$ cat src/rtl/conv_core.sv
// Full linear convolution engine. Streams X and Y out of their input RAMs
// (registered read ports) and writes Z[k] = sum X[i]*Y[k-i] to the Z RAM.
module conv_core #(
  parameter int unsigned DATA_WIDTH = 8,
  parameter int unsigned ADDR_X     = 5,
  parameter int unsigned ADDR_Y     = 5,
  parameter int unsigned ADDR_Z     = 6,
  parameter int unsigned ACC_WIDTH  = 21
) (
  input  logic                  clk,
  input  logic                  rst,
  input  logic                  start_i,
  input  logic [ADDR_X:0]       size_x_i,
  input  logic [ADDR_Y:0]       size_y_i,
  output logic [ADDR_X-1:0]     memX_addr_o,
  input  logic [DATA_WIDTH-1:0] memX_data_i,
  output logic [ADDR_Y-1:0]     memY_addr_o,
  input  logic [DATA_WIDTH-1:0] memY_data_i,
  output logic                  memZ_we_o,
  output logic [ADDR_Z-1:0]     memZ_addr_o,
  output logic [ACC_WIDTH-1:0]  memZ_data_o,
  output logic                  busy_o,
  output logic                  done_o
);

  // Common width for index arithmetic; wide enough for k+1 and Nx+Ny.
  localparam int unsigned CW = ADDR_Z + 2;
  localparam int unsigned PW = 2 * DATA_WIDTH;

  localparam logic [2:0] StIdle  = 3'd0;
  localparam logic [2:0] StInit  = 3'd1;
  localparam logic [2:0] StRead  = 3'd2;
  localparam logic [2:0] StDrain = 3'd3;
  localparam logic [2:0] StWrite = 3'd4;
  localparam logic [2:0] StDone  = 3'd5;

  localparam logic [ADDR_X:0] MaxNx = {1'b1, {ADDR_X{1'b0}}};
  localparam logic [ADDR_Y:0] MaxNy = {1'b1, {ADDR_Y{1'b0}}};

  logic [2:0]            state_q, state_d;
  logic [ADDR_X:0]       nx_q, nx_d;
  logic [ADDR_Y:0]       ny_q, ny_d;
  logic [ADDR_Z-1:0]     k_q, k_d;
  logic [ADDR_X-1:0]     i_q, i_d;
  logic [ADDR_X-1:0]     hi_q, hi_d;
  logic [ACC_WIDTH-1:0]  acc_q, acc_d;
  logic                  first_q, first_d;
  logic [ADDR_X-1:0]     x_addr_q, x_addr_d;
  logic [ADDR_Y-1:0]     y_addr_q, y_addr_d;
  logic [ADDR_Z-1:0]     z_addr_q, z_addr_d;
  logic [ACC_WIDTH-1:0]  z_data_q, z_data_d;

  logic [ADDR_X:0]       nx_clamp;
  logic [ADDR_Y:0]       ny_clamp;
  logic [CW-1:0]         k_ext, k_plus1, lo_w, hi_w, last_k;
  logic [PW-1:0]         prod;
  logic [ACC_WIDTH-1:0]  acc_sum;

  // Index bounds and datapath helpers for the current output k.
  always_comb begin
    nx_clamp = (size_x_i > MaxNx) ? MaxNx : size_x_i;
    ny_clamp = (size_y_i > MaxNy) ? MaxNy : size_y_i;
    k_ext    = CW'(k_q);
    k_plus1  = k_ext + CW'(1);
    lo_w     = (k_plus1 > CW'(ny_q)) ? (k_plus1 - CW'(ny_q)) : '0;
    hi_w     = (k_ext < (CW'(nx_q) - CW'(1))) ? k_ext : (CW'(nx_q) - CW'(1));
    last_k   = CW'(nx_q) + CW'(ny_q) - CW'(2);
    prod     = PW'(memX_data_i) * PW'(memY_data_i);
    acc_sum  = acc_q + ACC_WIDTH'(prod);
  end

  // Next-state logic for the control FSM and datapath registers.
  always_comb begin
    state_d  = state_q;
    nx_d     = nx_q;
    ny_d     = ny_q;
    k_d      = k_q;
    i_d      = i_q;
    hi_d     = hi_q;
    acc_d    = acc_q;
    first_d  = first_q;
    x_addr_d = x_addr_q;
    y_addr_d = y_addr_q;
    z_addr_d = z_addr_q;
    z_data_d = z_data_q;
    case (state_q)
      StIdle: begin
        if (start_i) begin
          nx_d    = nx_clamp;
          ny_d    = ny_clamp;
          k_d     = '0;
          state_d = ((nx_clamp == '0) || (ny_clamp == '0)) ? StDone : StInit;
        end
      end
      StInit: begin
        acc_d    = '0;
        first_d  = 1'b1;
        i_d      = ADDR_X'(lo_w);
        hi_d     = ADDR_X'(hi_w);
        x_addr_d = ADDR_X'(lo_w);
        y_addr_d = ADDR_Y'(k_ext - lo_w);
        state_d  = StRead;
      end
      StRead: begin
        first_d = 1'b0;
        // RAM data lags the address by one cycle, so the first READ has nothing to add.
        if (!first_q) acc_d = acc_sum;
        if (i_q == hi_q) begin
          state_d = StDrain;
        end else begin
          i_d      = i_q + ADDR_X'(1);
          x_addr_d = i_q + ADDR_X'(1);
          y_addr_d = ADDR_Y'(k_ext - CW'(i_q) - CW'(1));
        end
      end
      StDrain: begin
        acc_d    = acc_sum;
        z_data_d = acc_sum;
        z_addr_d = k_q;
        state_d  = StWrite;
      end
      StWrite: begin
        if (k_ext == last_k) begin
          state_d = StDone;
        end else begin
          k_d     = k_q + ADDR_Z'(1);
          state_d = StInit;
        end
      end
      StDone: begin
        state_d = StIdle;
      end
      default: begin
        state_d = StIdle;
      end
    endcase
  end

  // State registers; asynchronous reset clears everything, outputs included.
  always_ff @(posedge clk or posedge rst) begin
    if (rst) begin
      state_q  <= StIdle;
      nx_q     <= '0;
      ny_q     <= '0;
      k_q      <= '0;
      i_q      <= '0;
      hi_q     <= '0;
      acc_q    <= '0;
      first_q  <= 1'b0;
      x_addr_q <= '0;
      y_addr_q <= '0;
      z_addr_q <= '0;
      z_data_q <= '0;
    end else begin
      state_q  <= state_d;
      nx_q     <= nx_d;
      ny_q     <= ny_d;
      k_q      <= k_d;
      i_q      <= i_d;
      hi_q     <= hi_d;
      acc_q    <= acc_d;
      first_q  <= first_d;
      x_addr_q <= x_addr_d;
      y_addr_q <= y_addr_d;
      z_addr_q <= z_addr_d;
      z_data_q <= z_data_d;
    end
  end

  // Outputs: addresses and write data are registered and hold between updates.
  always_comb begin
    memX_addr_o = x_addr_q;
    memY_addr_o = y_addr_q;
    memZ_addr_o = z_addr_q;
    memZ_data_o = z_data_q;
    memZ_we_o   = (state_q == StWrite);
    busy_o      = (state_q != StIdle);
    done_o      = (state_q == StDone);
  end

endmodule

$ cat config.mk
export PLATFORM = sky130hd
export DESIGN_NAME = conv_core
export DESIGN_NICKNAME = d
export VERILOG_FILES = /design/src/rtl/conv_core.sv
export SDC_FILE = /design/constraint.sdc
export NUM_CORES = 1
export LEC_CHECK = 0
export BUFFER_PORTS_ARGS = -buffer_cell sky130_fd_sc_hd__buf_4
export CELL_PAD_IN_SITES_DETAIL_PLACEMENT = 1
export CELL_PAD_IN_SITES_GLOBAL_PLACEMENT = 1
export CORE_MARGIN = 2
export CORE_UTILIZATION = 30
export DETAILED_ROUTE_END_ITERATION = 12
export PLACE_DENSITY = 0.63
export SLEW_MARGIN = 20
export SYNTH_ARGS = -nofsm -noshare
export SYNTH_HDL_FRONTEND = slang
export SYNTH_SLANG_ARGS = --single-unit
export TNS_END_PERCENT = 10
$ cat constraint.sdc
create_clock -name clk -period 5.6 [get_ports clk]
set_input_delay 1.12 -clock clk [delete_from_list [all_inputs] [get_ports clk]]
set_output_delay 1.12 -clock clk [all_outputs]
set_load 0.03 [all_outputs]
Word level (Yosys, flattened, before mapping)
Cells that the tools add are included.
Storage, ports and cells
  register bits: 85
  input bits: 31
  logic and storage cells: 71
Operators by class
  add/sub/neg operators: 11
  $mul: 1
  order comparisons: 4
  eq/ne operators: 12
  multiplexer cells: 19
  reduce and logical (&&, ||, !) cells: 13
Operators by type and width (number)
  $pmux 21 s3: 1
  $mux 6: 4
  $add 21x16->21: 1
  $mux 21: 1
  $mux 5: 4
  $pmux 5 s2: 2
  $mul 8x8->16: 1
  $pmux 3 s5: 1
  $sub 5x5->5: 3
  $gt 6x6->1 const B: 2
  $logic_not 6->1: 2
  $mux 3: 4
  $pmux 6 s2: 1
  $ne 2x2->1 const B: 5
  $eq 6x8->1: 1
  $lt 6x8->1: 1
  $reduce_and 2->1: 4
  $sub 7x2->8 const B: 1
  $add 6x1->7 const B: 1
  $add 6x6->7: 1
  $gt 7x6->1: 1
  $sub 6x1->7 const B: 1
  $add 6x1->6 const B: 1
  $eq 3x2->1 const B: 2
  other kinds (11): 14

Logic depth before layout (Yosys ltp)
  depth in word-level cells: 7
  gate-level depth with buffers: 18
  mapped depth without buffers: 17

Least setup slack after synthesis
No wires, ideal clock.
  path kind: input -> register
  start point: input port memY_data_i[1]
  end point: register acc_q[12]
  setup time: 0.122 ns
  arrival: 5.235 ns
  data required time: 5.478 ns
  path slack: 0.244 ns
  stages on the path: 16
  cells stage by stage: clkbuf_1 -> nand2_1 -> fa_1 -> inv_1 -> fa_1 -> fa_1 -> inv_1 -> fa_1 -> inv_1 -> ha_1 -> a21oi_1 -> and2_1 -> a21oi_1 -> o31a_1 -> or3_1 -> a32o_1
On the way
  word-level cells in the longest chain between the ends: 4
RTL lines
  start: declaration: RTL line 18  | input logic [DATA_WIDTH-1:0] memY_data_i,
  $mul 8x8->16 *: RTL line 68  | prod = PW'(memX_data_i) * PW'(memY_data_i);
  $add 21x16->21 *: RTL line 69  | acc_sum = acc_q + ACC_WIDTH'(prod);
  $mux 21: RTL line 107  | if (!first_q) acc_d = acc_sum;
  $pmux 21 s3 *: RTL line 86  | case (state_q)
  end signal: assignment: RTL line 148  | acc_q <= '0;
  end signal: assignment: RTL line 161  | acc_q <= acc_d;
  end: declaration: RTL line 46  | logic [ACC_WIDTH-1:0] acc_q, acc_d;
Mark *: on every way between the ends. The rest lies on a longest branch, timed or not. The select of a mux whose other input is x is not followed.
A chain may end at the register's enable or synchronous reset.

Worst setup path after layout
  start point: input port memY_data_i[4]
  end point: register acc_q[16]
Same word-level chain as after synthesis.

==> flow_metrics.env <==
export IMPL_design_core_area_sq_um=25300
export IMPL_cells_after_synthesis=872
export IMPL_netSwitchingPower_uw=2570
export IMPL_leading_cell_type_in_the_layout_fill_and_taps_excluded="inv_1"
export IMPL_fp_dieH_um=165
export IMPL_synth_main_ff_cell="dfrtp_1"
export IMPL_worstSetupEndpointType="register"
export IMPL_total_leakage_power_uw=0.00448
export IMPL_setup_slack_ns=0.283
export IMPL_crit_required_ns=5.83
export IMPL_setup_repair_after_global_routing_missed_its_margin="false"
export IMPL_route_antenna_remaining_nets=0
export IMPL_timing_hold_ws_ns=0.480
export IMPL_number_of_slew_limit_violations_in_the_final_report=0
export IMPL_critical_path_cell_count=18
export IMPL_most_common_layout_cells="inv_1 (134), nand2_1 (114), buf_4 (86)"
export IMPL_critical_path_max_stage_delay_ns=0.56
export IMPL_dr_total_vias=6198
export IMPL_antenna_cells_inserted=0
export IMPL_min_delay_worst_endpoint="memZ_addr_o[5]"
export IMPL_worstReg2RegEnd="memY_addr_o[4]"
export IMPL_synthesis_area_per_instance_sq_um=8.88
export IMPL_htree_levels=3
export IMPL_grt_overflow_total=0
export IMPL_totalWireLength_um=21000
export IMPL_synth_cell_area_sq_um=7750
export IMPL_hold_path_startpoint="memZ_addr_o[5]"
export IMPL_io_pin_count=71
export IMPL_number_of_synthesized_flops_with_an_enable_pin=0
export IMPL_cp_arrival_ns=5.55
export IMPL_detailed_place_hpwl_um=16700
export IMPL_synth_cell_types=62
export IMPL_post_cts_resize_count=0
export IMPL_path_clk_slew_ns=0.07
export IMPL_intPower_uw=2590
export IMPL_power_per_cell_area_nw_per_um2=573
export IMPL_finalHoldViolCount=0
export IMPL_layout_drive_gt1_share_pct=14.1
export IMPL_comb_power_share_pct=67.7
export IMPL_maximum_number_of_pins_on_one_net_before_global_route_repair=54
export IMPL_finalSetupViolations=0
export IMPL_timing_critical_path_from_type="input pin"
export IMPL_synthToLayoutAreaGrowth_pct=16.2
export IMPL_ir_worst_vdd_mv=0.249
export IMPL_num_rows=58
export IMPL_worst_hold_path_type="reg -> reg"
export IMPL_cts_root_buf="clkbuf_16"
export IMPL_remaining_design_rule_violation_count=0
export IMPL_synth_nets=1031
export IMPL_nFillCells=2976
export IMPL_final_min_period_over_clock_period_pct=94.9
export IMPL_slowest_stage="fa_1"
export IMPL_gp_congestion=0.848
export IMPL_seq_power_share_pct=20.5
export IMPL_run_status="finished, final reports clean"
export IMPL_post_place_ws_ns=-0.0500
export IMPL_grt_util_all_layers_pct=16.4
export IMPL_yosys_register_bits=85
export IMPL_clock_tree_buffer_depth=2
export IMPL_cts_sinks=85
export IMPL_tritoncts_num_buffers=9
export IMPL_number_of_cells_traversed_by_the_worst_register_to_register_path=17
export IMPL_power_share_switching_pct=49.8
export IMPL_regToRegSetupSlack_ns=0.94
export IMPL_synthArstFlopShare_pct=100
export IMPL_die_area_sq_um=27100
export IMPL_tritoncts_clock_tree="done"
export IMPL_finalClockSkew_ns=0.0107
export IMPL_timing_hold_worst_path_depth=2
export IMPL_finish_instance_area_sq_um=9000
export IMPL_start_util_pct=30.7
export IMPL_via_per_inst=4.85
export IMPL_seq_area_frac_synth_pct=27.5
export IMPL_placement_io_buffers=70
export IMPL_number_of_buffer_and_inverter_instances_along_the_worst_setup_path=6
export IMPL_count_of_routing_violations_after_the_opening_detailed_route_iteration=333
export IMPL_final_nets=1102
export IMPL_post_cts_setup_buffers=0
export IMPL_postPlaceCellArea_sq_um=8700
export IMPL_synth_warnings=0
export IMPL_dr_pass1_iters=4
export IMPL_timing_slew_headroom_pct=42.1
export IMPL_cp_cell_sequence="buf_4 > and2_1 > fa_1 > inv_1 > fa_1 > inv_1 > fa_1 > inv_1 > fa_1 > inv_1 > ha_1 > a21oi_1 > and2_1 > a21oi_1 > buf_4 > o211ai_1 > a21boi_0 > o41ai_1"
export IMPL_setup_worst_path_class="in -> reg"
export IMPL_max_cap_check_violation_count=0
export IMPL_crit_reg2reg_launch="k_q[2]"
export IMPL_average_wire_per_standard_cell_um=16.4
export IMPL_fmax_mhz=188
export IMPL_number_of_antenna_violations_at_the_first_check_in_global_routing=0
export IMPL_grt_pass1_vias=6553
export IMPL_p_clk_share_pct=11.8
export IMPL_clock_latency_ns=0.35
export IMPL_cts_hold_buf=0
export IMPL_final_min_clock_period_ns=5.32
export IMPL_worst_slew_pin_transition_ns=0.866
export IMPL_grt_first_pass_wirelength_um=34900
export IMPL_critical_path_top_delay_family="adder cells"
export IMPL_crit_path_max_fanout=5
export IMPL_fp_dieW_um=165
[cell usage after synthesis (9+ instances only)]
| cell | count | area (sq um) |
|---|---|---|
| ha_1 | 74 | 926 |
| fa_1 | 54 | 1080 |
| dfrtp_1 | 85 | 2130 |
| a22o_1 | 11 | 96.3 |
| nor3_1 | 14 | 70.1 |
| o21ai_0 | 51 | 255 |
| and2_1 | 43 | 269 |
| mux2_2 | 11 | 124 |
| nand3_1 | 17 | 85.1 |
| inv_1 | 135 | 507 |
| o31ai_1 | 11 | 82.6 |
| a21oi_1 | 34 | 170 |
| nor2_1 | 30 | 113 |
| xor2_1 | 15 | 131 |
| nand2b_1 | 13 | 81.3 |
| a21o_1 | 9 | 67.6 |
| xnor2_1 | 19 | 166 |
| nand2_1 | 114 | 428 |
| clkbuf_1 | 22 | 82.6 |
[cell type report]
class / instances / area (sq um) / share of cell area [%]
multi-input combinational: 625 / 5000 / 55.6
sequential: 85 / 2130 / 23.6
clock inverter: 4 / 48.8 / 0.542
inverter: 135 / 509 / 5.66
clock buffer: 11 / 243 / 2.70
tap: 330 / 413 / 4.59
timing repair buffer: 87 / 657 / 7.30
[sequential cells by signal, summed over array words and instances (netlist names)]
| register | flops |
|---|---|
| state_q | 3 |
| ny_q | 6 |
| k_q | 6 |
| memX_addr_o | 5 |
| hi_q | 5 |
| memY_addr_o | 5 |
| nx_q | 6 |
| first_q | 1 |
| memZ_addr_o | 6 |
| memZ_data_o | 21 |
| acc_q | 21 |
[through the flow]
step / utilization (%) / TNS [ns] / std cells / total power [uW]
finish: 35.6 / 0 / 1277 / 5160
global route: 35.6 / 0 / 1277 / 5700
CTS: 35.6 / 0 / 1276 / 5230
detailed placement: 34.4 / -0.274 / 1261 / 4580
global placement: 34.4 / -0.0667 / 1261 / 4520
floorplan: - / 0 / 872 / 3540
[worst max path at each step]
stage | start | end | slack, ns
after global routing | memY_data_i[4] | acc_q[16] | 0.07
after CTS | memY_data_i[4] | memZ_data_o[19] | 0.29
final | memY_data_i[4] | acc_q[16] | 0.28
after detailed placement | memY_data_i[4] | acc_q[14] | -0.05
after global placement | memY_data_i[4] | memZ_data_o[19] | -0.04
after floorplan | memY_data_i[1] | acc_q[12] | 0.24
[per-layer routing]
metal | vias to the layer above | GRT usage, % | part of all wire (%)
met4 | 0 | 3.95 | 1.1
met3 | 13 | 1.83 | 2.9
met1 | 3053 | 22.9 | 49
li1 | 3036 | - | -
met5 | - | 0 | 0
met2 | 96 | 27.3 | 47
[tightest hold or removal path, stage by stage (launching register included)]
cell and delay, ns:
dfrtp_1 0.35, nand2_1 0.05, nand2_1 0.05
[kinds of logic after synthesis]
logic type	Yosys count	synth area share [%]
AO/OA/AOI/OAI	169	14.3
XOR/XNOR	34	3.84
adder cells (fa/ha/maj)	128	25.9
buffers and inverters	162	8.00
flip-flops	85	27.5
multiplexers	19	2.76
AND/OR/NAND/NOR	275	17.7
[power groups by stage]
stage | Sequential, uW | Clock [uW] | Combinational, uW
after floorplan | 1200 | 0 | 2340
after detailed placement | 1060 | 0 | 3510
after CTS | 1060 | 628 | 3540
final | 1060 | 610 | 3490
after global placement | 1060 | 0 | 3460
after global routing | 1090 | 644 | 3970
Power figures use the tool's default switching activity.
